<file path="config.mk">
export PLATFORM = sky130hd
export DESIGN_NAME = bist_ctrl
export DESIGN_NICKNAME = d
export VERILOG_FILES = /design/src/rtl/bist_ctrl.sv
export SDC_FILE = /design/constraint.sdc
export NUM_CORES = 1
export LEC_CHECK = 0
export BUFFER_PORTS_ARGS = -buffer_cell sky130_fd_sc_hd__buf_2
export CAP_MARGIN = 30
export CELL_PAD_IN_SITES_DETAIL_PLACEMENT = 1
export CELL_PAD_IN_SITES_GLOBAL_PLACEMENT = 1
export CORE_UTILIZATION = 37
export CTS_BUF_LIST = sky130_fd_sc_hd__clkbuf_2 sky130_fd_sc_hd__clkbuf_4 sky130_fd_sc_hd__clkbuf_8
export CTS_CLUSTER_DIAMETER = 150
export CTS_CLUSTER_SIZE = 10
export DETAILED_ROUTE_END_ITERATION = 10
export HOLD_SLACK_MARGIN = 0.02
export PLACE_DENSITY = 0.8
export SYNTH_ARGS = -nofsm -noshare
export SYNTH_HDL_FRONTEND = slang
export SYNTH_SLANG_ARGS = --single-unit
</file>
<file path="constraint.sdc">
create_clock -name clk -period 1.5 [get_ports clk]
set_clock_uncertainty 0.05 [all_clocks]
set_input_delay 0.15 -clock clk [delete_from_list [all_inputs] [get_ports clk]]
set_output_delay 0.15 -clock clk [all_outputs]
set_load 0.005 [all_outputs]
</file>
<file path="src/rtl/bist_ctrl.sv">
`default_nettype none
// ============================================================================
//  Module      : bist_ctrl
//  Description : Logic-BIST sequencer. It resets the CUT and the MISR, applies
//                NPAT LFSR patterns, waits out the pipeline and then compares
//                the MISR signature against GOLDEN.
//  Revision    : 1.0 - initial release
// ============================================================================
module bist_ctrl #(
    parameter int unsigned     NBIT     = 16,
    parameter int unsigned     NPAT     = 256,
    parameter logic [NBIT-1:0] TPG_SEED = 16'hACE1,
    parameter logic [NBIT-1:0] GOLDEN   = 16'h0000
) (
    input  logic            clk,
    input  logic            rst,
    input  logic            start,
    input  logic            abort,
    input  logic [NBIT-1:0] signature,
    output logic [3:0]      req_o,
    output logic            cut_rst,
    output logic            misr_rst,
    output logic            busy,
    output logic            done,
    output logic            pass,
    output logic            fail
);

    localparam int unsigned    CW       = (NPAT > 1) ? $clog2(NPAT) : 1;
    localparam logic [CW-1:0]  LAST_PAT = CW'(NPAT - 1);

    typedef enum logic [2:0] {
        S_IDLE    = 3'd0,
        S_INIT    = 3'd1,
        S_RUN     = 3'd2,
        S_SETTLE  = 3'd3,
        S_COMPARE = 3'd4,
        S_DONE    = 3'd5
    } state_t;

    state_t          r_state;
    state_t          w_next_state;
    logic [NBIT-1:0] r_lfsr;
    logic [NBIT-1:0] w_lfsr_next;
    logic [CW-1:0]   r_pat_cnt;
    logic            r_settle_cnt;
    logic            r_cut_rst;
    logic            r_misr_rst;
    logic            r_busy;
    logic            r_done;
    logic            r_pass;
    logic            r_fail;
    logic            w_match;
    logic            w_next_busy;

    // Fibonacci taps 16/14/13/11 expressed relative to the register width
    assign w_lfsr_next = {r_lfsr[NBIT-2:0],
                          r_lfsr[NBIT-1] ^ r_lfsr[NBIT-3] ^ r_lfsr[NBIT-4] ^ r_lfsr[NBIT-6]};
    assign w_match     = (signature == GOLDEN);

    always_comb begin
        w_next_state = r_state;
        case (r_state)
            S_IDLE:    if (start) w_next_state = S_INIT;
            S_INIT:    w_next_state = abort ? S_IDLE : S_RUN;
            S_RUN: begin
                if (abort)                       w_next_state = S_IDLE;
                else if (r_pat_cnt == LAST_PAT)  w_next_state = S_SETTLE;
            end
            S_SETTLE: begin
                if (abort)             w_next_state = S_IDLE;
                else if (r_settle_cnt) w_next_state = S_COMPARE;
            end
            S_COMPARE: w_next_state = abort ? S_IDLE : S_DONE;
            S_DONE:    if (start) w_next_state = S_INIT;
            default:   w_next_state = S_IDLE;
        endcase
    end

    assign w_next_busy = (w_next_state == S_INIT) || (w_next_state == S_RUN) ||
                         (w_next_state == S_SETTLE) || (w_next_state == S_COMPARE);

    always_ff @(posedge clk) begin
        if (rst) begin
            r_state      <= S_IDLE;
            r_lfsr       <= TPG_SEED;
            r_pat_cnt    <= '0;
            r_settle_cnt <= 1'b0;
            r_cut_rst    <= 1'b0;
            r_misr_rst   <= 1'b0;
            r_busy       <= 1'b0;
            r_done       <= 1'b0;
            r_pass       <= 1'b0;
            r_fail       <= 1'b0;
        end else begin
            r_state    <= w_next_state;
            r_cut_rst  <= (w_next_state == S_INIT);
            r_misr_rst <= (w_next_state == S_INIT);
            r_busy     <= w_next_busy;
            r_done     <= (w_next_state == S_DONE);

            case (r_state)
                S_INIT: begin
                    r_lfsr       <= TPG_SEED;
                    r_pat_cnt    <= '0;
                    r_settle_cnt <= 1'b0;
                end
                S_RUN: begin
                    r_lfsr <= w_lfsr_next;
                    // Hold at the last index so the counter never wraps
                    if (r_pat_cnt != LAST_PAT) r_pat_cnt <= r_pat_cnt + CW'(1);
                end
                S_SETTLE:  r_settle_cnt <= ~r_settle_cnt;
                default: ;
            endcase

            // Verdict is latched once on COMPARE exit, held through DONE, cleared otherwise
            if (w_next_state != S_DONE) begin
                r_pass <= 1'b0;
                r_fail <= 1'b0;
            end else if (r_state == S_COMPARE) begin
                r_pass <= w_match;
                r_fail <= ~w_match;
            end
        end
    end

    assign req_o    = (r_state == S_RUN) ? r_lfsr[3:0] : 4'h0;
    assign cut_rst  = r_cut_rst;
    assign misr_rst = r_misr_rst;
    assign busy     = r_busy;
    assign done     = r_done;
    assign pass     = r_pass;
    assign fail     = r_fail;

endmodule
`default_nettype wire

</file>
==> results.md, run 1 <==
* Outcome: complete, but fails checks
* Failing checks: setup timing
* NumNets Final at 251
* Simple-gate share of the synthesized area at 28.81%
* Post-synthesis sequential area ratio at 46.23%
* Rel. slew slack at 76.16%
* Total track usage at 24.40%
* Vias at 1564
* Power density over the cells at 831.6 nW/µm²
* Yosys reg bits at 33
* Layout area overhead at 51.93%
* Crit Path Max Fanout at 7
* Post-synthesis xor/xnor area fraction at 3.065%
* Peak supply drop at 0.5701 mV
* DR top layer: met4
* Wirelength, routed at 5.782 mm
* DRC viols at 0
* Root Driver: clkbuf_8
* Initial antenna violation count at 0
* Routed wl met3 at 243 µm
* Final slew viol count at 0
* Cell Rows at 22
* Mux share of post-synthesis cell area at 0.7881%
* Core area at 3689 µm²
* EDFF count, synth at 0
* Critical path endpoint category: register
* Synth top area cells: dfxtp_1, nor2_1, a21oi_1
* Type of origin of the critical path: register
* Worst slew pin tran at 0.3561 ns
* First-pass GRT wire length at 7.534 mm
* Post-Syn Area per Cell at 8.820 µm²
* Mapped Area at 1429 µm²
* R2R setup slack at -0.21 ns
* TritonCTS Buffers at 5
* Data required, critical path at 1.67 ns
* Antenna viol nets, final at 0
* Met1 Wirelength at 2.442 mm
* # clock sinks at 33
* Clk_lat worst skew at 0.30 ns
* Worst-path clk slew at 0.08 ns
* Setup Crit Path Kind: reg2reg
* DP Wirelength at 2.907 mm
* Tmin final at 1.710 ns
* Vias in the first global route at 1584
* Critical Path AT at 1.88 ns
* Grt ovf at 0
* Fin crit share at 114.0%
* Via density at 5.606
* Routed len/inst at 20.72 µm
* RSZ-0062 raised after global routing: yes
* Max_cap viols at 0
* Yosys warning count at 0
* Die Wd at 64.15 µm
* Syn Nets at 183
* Compound-Gate Fraction of Synth Area at 16.37%
* Post-synthesis adder-cell area fraction at 0.8757%
* Final worst slack at -0.2101 ns
* Met2 WL post-DR at 2.925 mm
* Die Height at 64.15 µm
* Share of the synthesized area in the top cell type at 46.23%
* # diodes at 0
* DRT Pass-1 Iters at 6
* Die Area at 4115 µm²
* Top FF cell, synth: dfxtp_1
* Endpoints failing hold at 0
* Distinct cells, synth at 41
* Post-Route Utilization at 58.85%
* Setup-failing EPs final at 25
* Ys async rst share at 0%
* Largest family of logic cells by synthesized area: simple AND/OR/NAND/NOR gates
* Syn Inst Count at 162
* Starting Density at 38.74%
* Clock tree from TritonCTS: built
* Clk buf depth at 2
* Most common cell in the netlist: dfxtp_1
* Leakage at 0.9025 nW
* Filler instances at 445
* Placer Congestion at 0.8446
* Largest area contributor in the netlist: dfxtp_1
* Max Freq at 584.8 MHz
* Port Buffer Count at 29
* Commonest cells in the netlist: dfxtp_1, nor2_1, nand2_1, a21oi_1, o22ai_1
* CTS H-tree depth at 2
* Largest net degree at the start of global routing at 15
* HP Class: in2reg
* Ratio of cells with drive above 1 in the final layout at 48.05%
* DRT iter0 DRCs at 75
* Ports at 30
* Hold slack at 0.1563 ns
[final timing paths]
path | start | end | cells past startpoint
hold reg to reg | r_pat_cnt[6]$_SDFFE_PP0P_ | r_pat_cnt[6]$_SDFFE_PP0P_ | 1
setup / recovery | r_state[1]$_SDFF_PP0_ | r_pat_cnt[7]$_SDFFE_PP0P_ | 6
setup reg to reg | r_state[1]$_SDFF_PP0_ | r_pat_cnt[7]$_SDFFE_PP0P_ | 6
hold / removal | start | busy$_SDFF_PP0_ | 3
[through the flow]
step	instance area, µm²	total power, mW	setup slack, ns	std cells	setup TNS [ns]
floorplan	1434	1.009	0.01090	162	0
global placement	1772	1.081	-0.03104	256	-0.03455
detailed placement	1772	1.091	-0.1463	256	-1.139
CTS	1982	1.764	-0.05372	270	-0.1308
global route	2171	1.887	-0.2619	279	-2.748
finish	2171	1.805	-0.2101	279	-1.978
[report_power, final]
part / internal, mW / switching, mW / leakage, nW
sequential: 0.889 / 0.0167 / 0.271
clock: 0.340 / 0.348 / 0.0484
combinational: 0.100 / 0.111 / 0.583
[registers in the layout, summed over array words and instances, names as in the netlist]
name and flops:
r_lfsr 16, r_pat_cnt 8, r_state 3, busy 1, done 1, fail 1, misr_rst 1, pass 1
r_settle_cnt 1
[repair_timing]
| action | in CTS | in global routing |
|---|---|---|
| buffers inserted | 6 | 9 |
| hold buffers | 0 | 0 |
| gates resized for setup | 21 | 26 |
| pin swaps | 6 | 10 |
| setup endpoints to repair | 29 | 19 |
| cloned | 0 | 0 |
[cell type report]
| cell class | count | area [µm²] | share of cell area, % |
|---|---|---|---|
| multi-input cells | 119 | 863.3 | 39.77 |
| flip-flops and latches | 33 | 675.6 | 31.12 |
| repair buffers | 68 | 474.2 | 21.84 |
| clock buffers | 6 | 76.32 | 3.516 |
| well taps | 48 | 60.06 | 2.767 |
| inverters | 3 | 11.26 | 0.5187 |
| clock inverters | 2 | 10.01 | 0.4611 |
[cells by family (layout without fill, tap and decap cells)]
logic type,Yosys count,count (layout)
AO/OA/AOI/OAI,37,37
XOR/XNOR,5,5
adder cells (fa/ha/maj),1,1
buffers and inverters,10,79
flip-flops,33,33
multiplexers,1,1
AND/OR/NAND/NOR,75,75
[metal layers]
layer / global-route usage [%] / vias to the layer above
met5: 0 / -
met4: 6.944 / 0
met3: 6.429 / 18
met2: 44.02 / 56
met1: 28.08 / 765
li1: - / 725
[critical path, stage by stage (launching register included)]
cell and delay (ns):
dfxtp_4 0.40, nor3b_4 0.26, buf_6 0.15, o211ai_1 0.15, buf_4 0.19, or3_1 0.30, a21oi_1 0.13
[placed cells by master (no fill, tap or decap), types with 5 or more instances in the layout]
cell type	count
buf_4	36
a21oi_1	6
nor2_1	21
buf_2	25
dfxtp_1	27
o22ai_1	7
nand2_1	11
clkbuf_8	5
buf_6	7
Note: power is estimated with default switching activity, not from simulation.
==> run 2, diff against run 1 <==
- CELL_PAD_IN_SITES_DETAIL_PLACEMENT: 1 -> 0
==> run 2 against run 1 <==
  * Largest power group unchanged
  * First-iteration DRC count up 2.7%
  * Non-clock buffer count down 5
  * Clock-buffer cell count up 1
  * Sequential power about the same
  * The flow still finishes with violations (setup timing)
  * Wire length down 37%
  * Sequential share of layout area up 0.97 points
  * Clock power down 2%
  * Critical endpoint is now r_pat_cnt[5]$_SDFFE_PP0P_
==> results.md, run 2 (synthesis results as in run 1) <==
* Power, Total at 1.769 mW
* Hold Crit Start: signature[14]
* Outcome: complete, but fails checks
* Vias at 1411
* Antenna viol nets, final at 0
* Setup-failing EPs final at 4
* Most common cell after layout, fill and taps aside: buf_4
* Max_cap viols at 0
* Worst-path clk slew at 0.06 ns
* CP max stage delay at 0.39 ns
* Worst hold endpoint: pass$_SDFFE_PP0N_
* Endpoints failing hold at 0
* # clock sinks at 33
* Largest net degree at the start of global routing at 15
* Worst Hold Depth at 4
* Worst Reg-to-Reg Cells at 5
* Most frequent cells in the layout: buf_4, buf_2, dfxtp_1, nor2_1, nand2_1
* DRT iter0 DRCs at 77
* Critical Path AT at 1.71 ns
* Hold slack at 0.1177 ns
* Port Buffer Count at 29
* Layout area overhead at 48.42%
* Placed inst area at 1772 µm²
* Wirelength, routed at 3.635 mm
* Starting Density at 38.74%
* Data required, critical path at 1.66 ns
* Via density at 5.168
* HP Class: in2reg
* Crit path cell chain: nor3b_4 > buf_4 > o211ai_1 > or3_1 > a21oi_2
* Cell area after layout at 2121 µm²
* Critical path endpoint category: register
* Clock tree from TritonCTS: built
* Leakage at 0.8762 nW
* NumNets Final at 246
* Ports at 30
* Max Freq at 645.1 MHz
* Tmin final at 1.550 ns
* Total track usage at 18.21%
* Clk buf depth at 2
* R2R setup slack at -0.05 ns
* Die Height at 64.15 µm
* Power density over the cells at 834.1 nW/µm²
* Placer Congestion at 0.8446
* Rel. slew slack at 75.14%
* First-pass GRT wire length at 5.830 mm
* Core area at 3689 µm²
* Setup WS pre-CTS at -0.1186 ns
* Cell Rows at 22
* Ratio of cells with drive above 1 in the final layout at 45.78%
* Failing checks: setup timing
* Fin crit share at 103.3%
* RR Startpoint: r_state[0]$_SDFF_PP0_
* CTS H-tree depth at 2
* Grt ovf at 0
* Vias in the first global route at 1383
* Worst slew pin tran at 0.3721 ns
* Type of origin of the critical path: register
* Slowest CP cell: or3_1
* Routed len/inst at 13.32 µm
* Crit Path Max Fanout at 8
* DP Wirelength at 2.457 mm
* Max FFs per register at 16
* DRT Pass-1 Iters at 4
* Reg with most FFs: r_lfsr
* Clk_lat worst skew at 0.28 ns
* # diodes at 0
* Top flop regs: r_lfsr x16, r_pat_cnt x8, r_state x3
* Peak supply drop at 0.5464 mV
* Final worst slack at -0.05018 ns
* Die Wd at 64.15 µm
* Initial antenna violation count at 0
* RSZ-0062 raised after global routing: yes
* Root Driver: clkbuf_8
* Setup Crit Path Kind: reg2reg
* DRC viols at 0
* Die Area at 4115 µm²
* TritonCTS Buffers at 5
* Final slew viol count at 0
* R2R Path End: r_pat_cnt[5]$_SDFFE_PP0P_
run 2: cell count changes in the layout (fill, tap and decap cells not counted), moves of 2 or more:
cell,delta
a22oi_2,-2
clkinv_2,-2
a21oi_2,-3
a21oi_1,+3
buf_4,-5
a22oi_1,+2
dfxtp_1,-2
run 2: worst max path at each step:
stage | startpoint | end | slack (ns) | cells past startpoint
floorplan | r_state[0]$_SDFF_PP0_ | fail$_SDFFE_PP0N_ | 0.01 | 5
global placement | r_pat_cnt[0]$_SDFFE_PP0P_ | r_pat_cnt[3]$_SDFFE_PP0P_ | -0.03 | 6
detailed placement | r_state[2]$_SDFF_PP0_ | fail$_SDFFE_PP0N_ | -0.12 | 4
CTS | r_state[2]$_SDFF_PP0_ | fail$_SDFFE_PP0N_ | -0.02 | 4
global route | r_state[0]$_SDFF_PP0_ | r_pat_cnt[5]$_SDFFE_PP0P_ | -0.1 | 5
finish | r_state[0]$_SDFF_PP0_ | r_pat_cnt[5]$_SDFFE_PP0P_ | -0.05 | 5
run 2: worst max-delay path, delay by kind of cell, from the launching register on:
family | cells | cell delay [ns]
compound gates | 2 | 0.29
buf+inv | 1 | 0.15
flops | 1 | 0.37
simple gates | 2 | 0.61
run 2: report_power, final:
group | internal [mW] | switching [mW] | leakage [nW]
clock network | 0.381 | 0.289 | 0.0477
logic | 0.102 | 0.0936 | 0.556
registers | 0.888 | 0.0143 | 0.272
total | 1.37 | 0.397 | 0.876
run 2: layout make-up:
type | instances | area, µm²
Sequential cell | 33 | 680.7
Timing Repair Buffer | 63 | 430.4
Inverter | 3 | 11.26
Multi-Input combinational cell | 119 | 848.3
Tap cell | 48 | 60.06
Clock buffer | 7 | 90.09
Fill cell | 326 | 1568
run 2: per-layer routing:
layer / share of wire [%] / vias to the layer above / GRT usage (%)
li1: - / 707 / -
met1: 44 / 660 / 21.01
met2: 51 / 34 / 32.45
met3: 3.7 / 10 / 4.107
met4: 1.9 / 0 / 6.944
met5: 0 / - / 0
run 2: metrics by stage:
step,setup TNS (ns),cells,util [%]
floorplan,0,162,-
global placement,-0.03455,256,48.03
detailed placement,-0.4935,256,48.03
CTS,-0.04208,266,52.54
global route,-0.4562,273,57.50
finish,-0.07407,273,57.50
run 2: timing repair:
action	in CTS	in global routing
hold buffers	0	0
setup endpoints to repair	18	28
pin swaps	3	8
buffers inserted	3	7
cloned	0	0
gates resized for setup	14	31
